## config.mk

```make
export PLATFORM = sky130hd
export DESIGN_NAME = inst_fetch_buffer
export DESIGN_NICKNAME = d
export VERILOG_FILES = /design/src/rtl/pipeline_types_pkg.sv /design/src/rtl/inst_fetch_buffer_mem.sv /design/src/rtl/inst_fetch_buffer.sv
export SDC_FILE = /design/constraint.sdc
export NUM_CORES = 1
export LEC_CHECK = 0
export ABC_CLOCK_PERIOD_IN_PS = 4100
export CORE_ASPECT_RATIO = 1.5
export CORE_MARGIN = 5
export CORE_UTILIZATION = 40
export CTS_CLUSTER_SIZE = 20
export DETAILED_ROUTE_END_ITERATION = 6
export SYNTH_ARGS = -nofsm -noshare
export SYNTH_HDL_FRONTEND = slang
export SYNTH_SLANG_ARGS = --single-unit
```

## constraint.sdc

```tcl
create_clock -name clk -period 4.1 [get_ports clk]
set_clock_uncertainty 0.2 [all_clocks]
set_input_delay 0.615 -clock clk [delete_from_list [all_inputs] [get_ports clk]]
set_output_delay 0.615 -clock clk [all_outputs]
set_load 0.05 [all_outputs]
```

## src/rtl/pipeline_types_pkg.sv

```systemverilog
// Shared pipeline types for the fetch/decode boundary.
// Holds the fetch queue entry layout and its constants.
package pipeline_types;

  localparam int EXC_CAUSE_W = 7;
  localparam int EXC_FLAGS = 5;
  localparam logic [31:0] NOP_INST = 32'h0340_0000;

  typedef struct packed {
    logic [31:0]                      pc;
    logic [31:0]                      inst;
    logic [EXC_FLAGS-1:0]             is_exception;
    logic [EXC_FLAGS*EXC_CAUSE_W-1:0] exception_cause;
  } fetch_entry_t;

  typedef enum logic {
    NORMAL,
    EXC_HOLD
  } fb_state_t;

endpackage

```

## src/rtl/inst_fetch_buffer_mem.sv

```systemverilog
// Entry storage for the fetch buffer.
// Registered write, cleared on reset, combinational read.
module fetch_buffer_mem
  import pipeline_types::*;
#(
  parameter int DEPTH = 4,
  parameter int AW = $clog2(DEPTH)
) (
  input  logic         clk,
  input  logic         rst,
  input  logic         we,
  input  logic [AW-1:0] waddr,
  input  fetch_entry_t wdata,
  input  logic [AW-1:0] raddr,
  output fetch_entry_t rdata
);

  fetch_entry_t mem [DEPTH];

  // write one entry per cycle; reset wipes every slot
  always_ff @(posedge clk) begin
    if (rst) begin
      for (int i = 0; i < DEPTH; i++) begin
        mem[i] <= '0;
      end
    end else if (we) begin
      mem[waddr] <= wdata;
    end
  end

  assign rdata = mem[raddr];

endmodule

```

## src/rtl/inst_fetch_buffer.sv

```systemverilog
// Fetch-to-decode decoupling queue.
// Holds fetches after a faulting PC until flush.
module inst_fetch_buffer
  import pipeline_types::*;
#(
  parameter int DEPTH = 4
) (
  input  logic                     clk,
  input  logic                     rst,
  input  logic                     flush,
  input  logic                     in_valid,
  input  logic [31:0]              in_pc,
  input  logic [31:0]              in_inst,
  input  logic [4:0]               in_is_exception,
  input  logic [34:0]              in_exception_cause,
  output logic                     in_ready,
  output logic                     pause_req,
  output logic                     out_valid,
  input  logic                     out_ready,
  output logic [31:0]              out_pc,
  output logic [31:0]              out_inst,
  output logic [4:0]               out_is_exception,
  output logic [34:0]              out_exception_cause,
  output logic [$clog2(DEPTH):0]   count
);

  localparam int AW = $clog2(DEPTH);
  localparam int CW = AW + 1;

  logic [AW-1:0] wr_ptr;
  logic [AW-1:0] rd_ptr;
  logic [CW-1:0] cnt;
  fb_state_t     state;
  fb_state_t     state_nx;
  fetch_entry_t  wdata;
  fetch_entry_t  rdata;
  logic          push;
  logic          pop;
  logic          has_exc;

  assign has_exc   = |in_is_exception;
  assign in_ready  = (cnt != CW'(DEPTH)) & (state == NORMAL);
  assign out_valid = (cnt != '0) & ~flush;
  assign pause_req = (cnt >= CW'(DEPTH - 1)) | (state == EXC_HOLD);
  assign push      = in_valid & in_ready & ~flush;
  assign pop       = out_valid & out_ready;
  assign count     = cnt;

  // faulting fetches carry a NOP so ID never decodes garbage
  always_comb begin
    wdata                 = '0;
    wdata.pc              = in_pc;
    wdata.inst            = has_exc ? NOP_INST : in_inst;
    wdata.is_exception    = in_is_exception;
    wdata.exception_cause = in_exception_cause;
  end

  // circular pointers and occupancy; flush empties the queue
  always_ff @(posedge clk) begin
    if (rst || flush) begin
      wr_ptr <= '0;
      rd_ptr <= '0;
      cnt    <= '0;
    end else begin
      if (push) wr_ptr <= wr_ptr + 1'b1;
      if (pop)  rd_ptr <= rd_ptr + 1'b1;
      if (push && !pop) cnt <= cnt + 1'b1;
      if (pop && !push) cnt <= cnt - 1'b1;
    end
  end

  // state register
  always_ff @(posedge clk) begin
    if (rst) state <= NORMAL;
    else     state <= state_nx;
  end

  // enter hold on a faulting push, leave on flush
  always_comb begin
    state_nx = state;
    unique case (1'b1)
      flush:          state_nx = NORMAL;
      push & has_exc: state_nx = EXC_HOLD;
      default:        state_nx = state;
    endcase
  end

  fetch_buffer_mem #(.DEPTH(DEPTH)) u_mem (
    .clk   (clk),
    .rst   (rst),
    .we    (push),
    .waddr (wr_ptr),
    .wdata (wdata),
    .raddr (rd_ptr),
    .rdata (rdata)
  );

  assign out_pc              = rdata.pc;
  assign out_inst            = rdata.inst;
  assign out_is_exception    = rdata.is_exception;
  assign out_exception_cause = rdata.exception_cause;

endmodule

```

==> results.yml <==
run_status:
  status: "finished, final reports clean"
clock_network:
  clk_latency_ns: 0.53
  clock_sinks: 426
  cts.hold.buffers_added: 0
  post_cts_buffers: 0
  htree_levels: 2
  cts_tree: "yes"
  cts_max_path_buffers: 3
  clkTransAtPathRegs_ns: 0.06
  cts_resized: 0
  root_buffer: "clkbuf_16"
  cts_made_buffers: 42
synthesis:
  netlist_instances: 1202
  yosysWarnings: 0
  syn_avg_cell_area_um2: 15.1
  synth_seq_area_share_pct: 69.8
  netlist-cell-type-count: 32
  ys_ff_latch: 426
  mappedNetlistNets: 1313
  netlist_area_um2: 18200
floorplan:
  start_util_pct: 40.5
  rows: 95
  io_pins: 219
  die-area_um2: 49900
  die_w_um: 184
  coreArea_um2: 44900
  die_y_um: 271
global_route:
  grt_pass1_vias: 11500
  grt_usage_pct: 18.1
  grt_max_degree: 135
  grt_antenna_before_repair: 1
  grt_overflow: 0
  grt_pass1_wl_um: 69200
layout:
  final_common_cell: "edfxtp_1"
  final_cell_mix: "416 x edfxtp_1, 326 x nor2_1, 217 x clkdlybuf4s50_1, 104 x mux4_2"
  fin_cells: 2018
  finalNetCount: 1518
  drive_above_1_share_pct: 14.3
  areaGrowthSynthToFinish_pct: 23.6
  final_area_um2: 22500
drt:
  antenna_left: 0
  viasPerCell: 5.32
  drtIter0Drc: 794
  vias: 10700
  drc: 0
  wl_per_cell_um: 22.6
  wl_um: 45700
  first_pass_iters: 5
timing:
  timing.final.ws_setup_ns: 0.404
  setup_violations: 0
  setup_tns_ns: 0
  slew-limit-headroom_pct: 27.8
  fmax_mhz: 271
  report.final.slew_viol_count: 0
  hold_viol: 0
  rsz0062_at_grt: "false"
  worst_pin_slew_ns: 1.08
  period_needed_ns: 3.70
  finalCritPeriodShare_pct: 90.1
setup_path:
  cp-start-kind: "flip-flop"
  worstPathArrival_ns: 2.88
  rr_endpoint: "u_mem.mem[2][26]"
  cpMaxStageDelayCell: "clkdlybuf4s50_1"
  critPathBufInv: 2
  crit_family: "buffers and inverters"
  worst-setup-path-type: "flip-flop to output port"
  critPathRequiredTime_ns: 3.28
  critPathMaxFanout: 49
  path_cells: "buf_12 -> mux4_2 -> clkdlybuf4s50_1"
  reg2reg_depth: 4
  end_kind: "output port"
  reg2reg_setup_slack_ns: 1.38
  r2r_start: "count[2]"
  cp_slowest_stage_delay_ns: 0.73
placed_design:
  portBuffers: 218
  dp.cells: 1945
  gp_congestion: 0.762
  place_ws_ns: 0.840
  place_area_um2: 21200
  place_hpwl_um: 26200
job:
  drv_cap: 0
worst_hold_path:
  worstHoldStart: "rd_ptr[1]"
  whs_path_depth: 2
  hold_path_class: "flip-flop to flip-flop"
power_and_ir_drop:
  cellLeakagePower_uw: 0.00747
  finalPower_uw: 9740
  ir_drop_mv: 0.292
  p_per_area_nw_per_um2: 433
-- Yosys cell counts, drive strengths merged --
library cell  instances  area share, %
nor3                102            2.8
or2                   1          0.034
a31o                  1          0.048
clkbuf               41           0.85
o22ai                 1          0.034
nand3b                2          0.083
nor2                326            6.7
edfxtp              416             69
o21ai                 3          0.083
mux2i                 3           0.17
xor2                  2          0.096
mux4                104             13
fa                    1           0.11
nand2b              105            3.6
a21oi                 4           0.11
nor4                  3           0.10
or3                   5           0.17
dfxtp                10            1.1
or3b                  1          0.048
buf                  51            1.6
nand2                 5           0.12
nand3                 2          0.055
nand4                 1          0.034
nor3b                 3           0.15
ha                    1          0.069
nand4b                2          0.096
inv                   5           0.10
o311ai                1          0.048
-- routing by layer --
metal  share of wire (%)  GRT usage (%)  vias up  wire (um)
met5                   0              0        -          0
met4                 2.3           5.06        0       1040
met3                 5.1           3.11       59       2340
met2                  52           31.1      319      24000
met1                  40           23.6     5491      18300
li1                    -              -     4859          -
-- through the flow --
stage          hold WS, ns  utilization, %
5_1_grt              0.327            50.0
3_3_place_gp         0.261            47.1
6_report             0.292            50.0
2_1_floorplan        0.256               -
3_5_place_dp         0.285            47.1
4_1_cts              0.299            50.0
-- final cells by class --
| class | instances | area [um^2] |
|---|---|---|
| tap | 582 | 728 |
| clock buffer | 51 | 1150 |
| multi-input combinational | 679 | 5090 |
| fill | 3860 | 22500 |
| timing repair buffer | 253 | 2620 |
| sequential | 426 | 12700 |
| clock inverter | 21 | 171 |
| inverter | 5 | 18.8 |
| antenna | 1 | 2.50 |
-- registers in the layout (all words and copies together) (netlist names), named ones only --
register / count
count: 3
rd_ptr: 2
state: 1
u_mem.mem: 416
wr_ptr: 2
-- power by group --
| group | switching (uW) | total (uW) | internal [uW] |
|---|---|---|---|
| Sequential | 47.3 | 5010 | 4970 |
| Combinational | 626 | 987 | 361 |
| Clock | 1570 | 3740 | 2170 |
| Total | 2240 | 9740 | 7500 |
-- worst max-delay path by stage --
stage	from	endpoint	slack (ns)	cells after the start
after global routing	flip-flop	out_inst[24]	0.25	3
after floorplan	flush	u_mem.mem[1][0]	0.86	4
after CTS	flip-flop	out_pc[16]	0.30	3
after global placement	flush	count[2]	0.85	8
final	flip-flop	out_pc[16]	0.40	3
after detailed placement	flush	count[2]	0.84	8
-- tightest hold or removal path, delay by kind of cell, from the launching register on --
kind           cells  cell delay, ns
flip-flops         1            0.30
AO/OA/AOI/OAI      2            0.14
-- logic make-up (layout without fill, tap and decap cells) --
logic type | count (synthesis) | count (layout) | share of synthesized area [%]
mux | 107 | 107 | 13.0
xor+xnor | 2 | 2 | 0.0963
other cells | 0 | 1 | 0
simple gates | 558 | 558 | 14.0
fa+ha+maj | 2 | 2 | 0.179
buf+inv | 97 | 330 | 2.55
flops | 426 | 426 | 69.8
compound gates | 10 | 10 | 0.323
No activity file was read; power rests on OpenSTA's default activity.
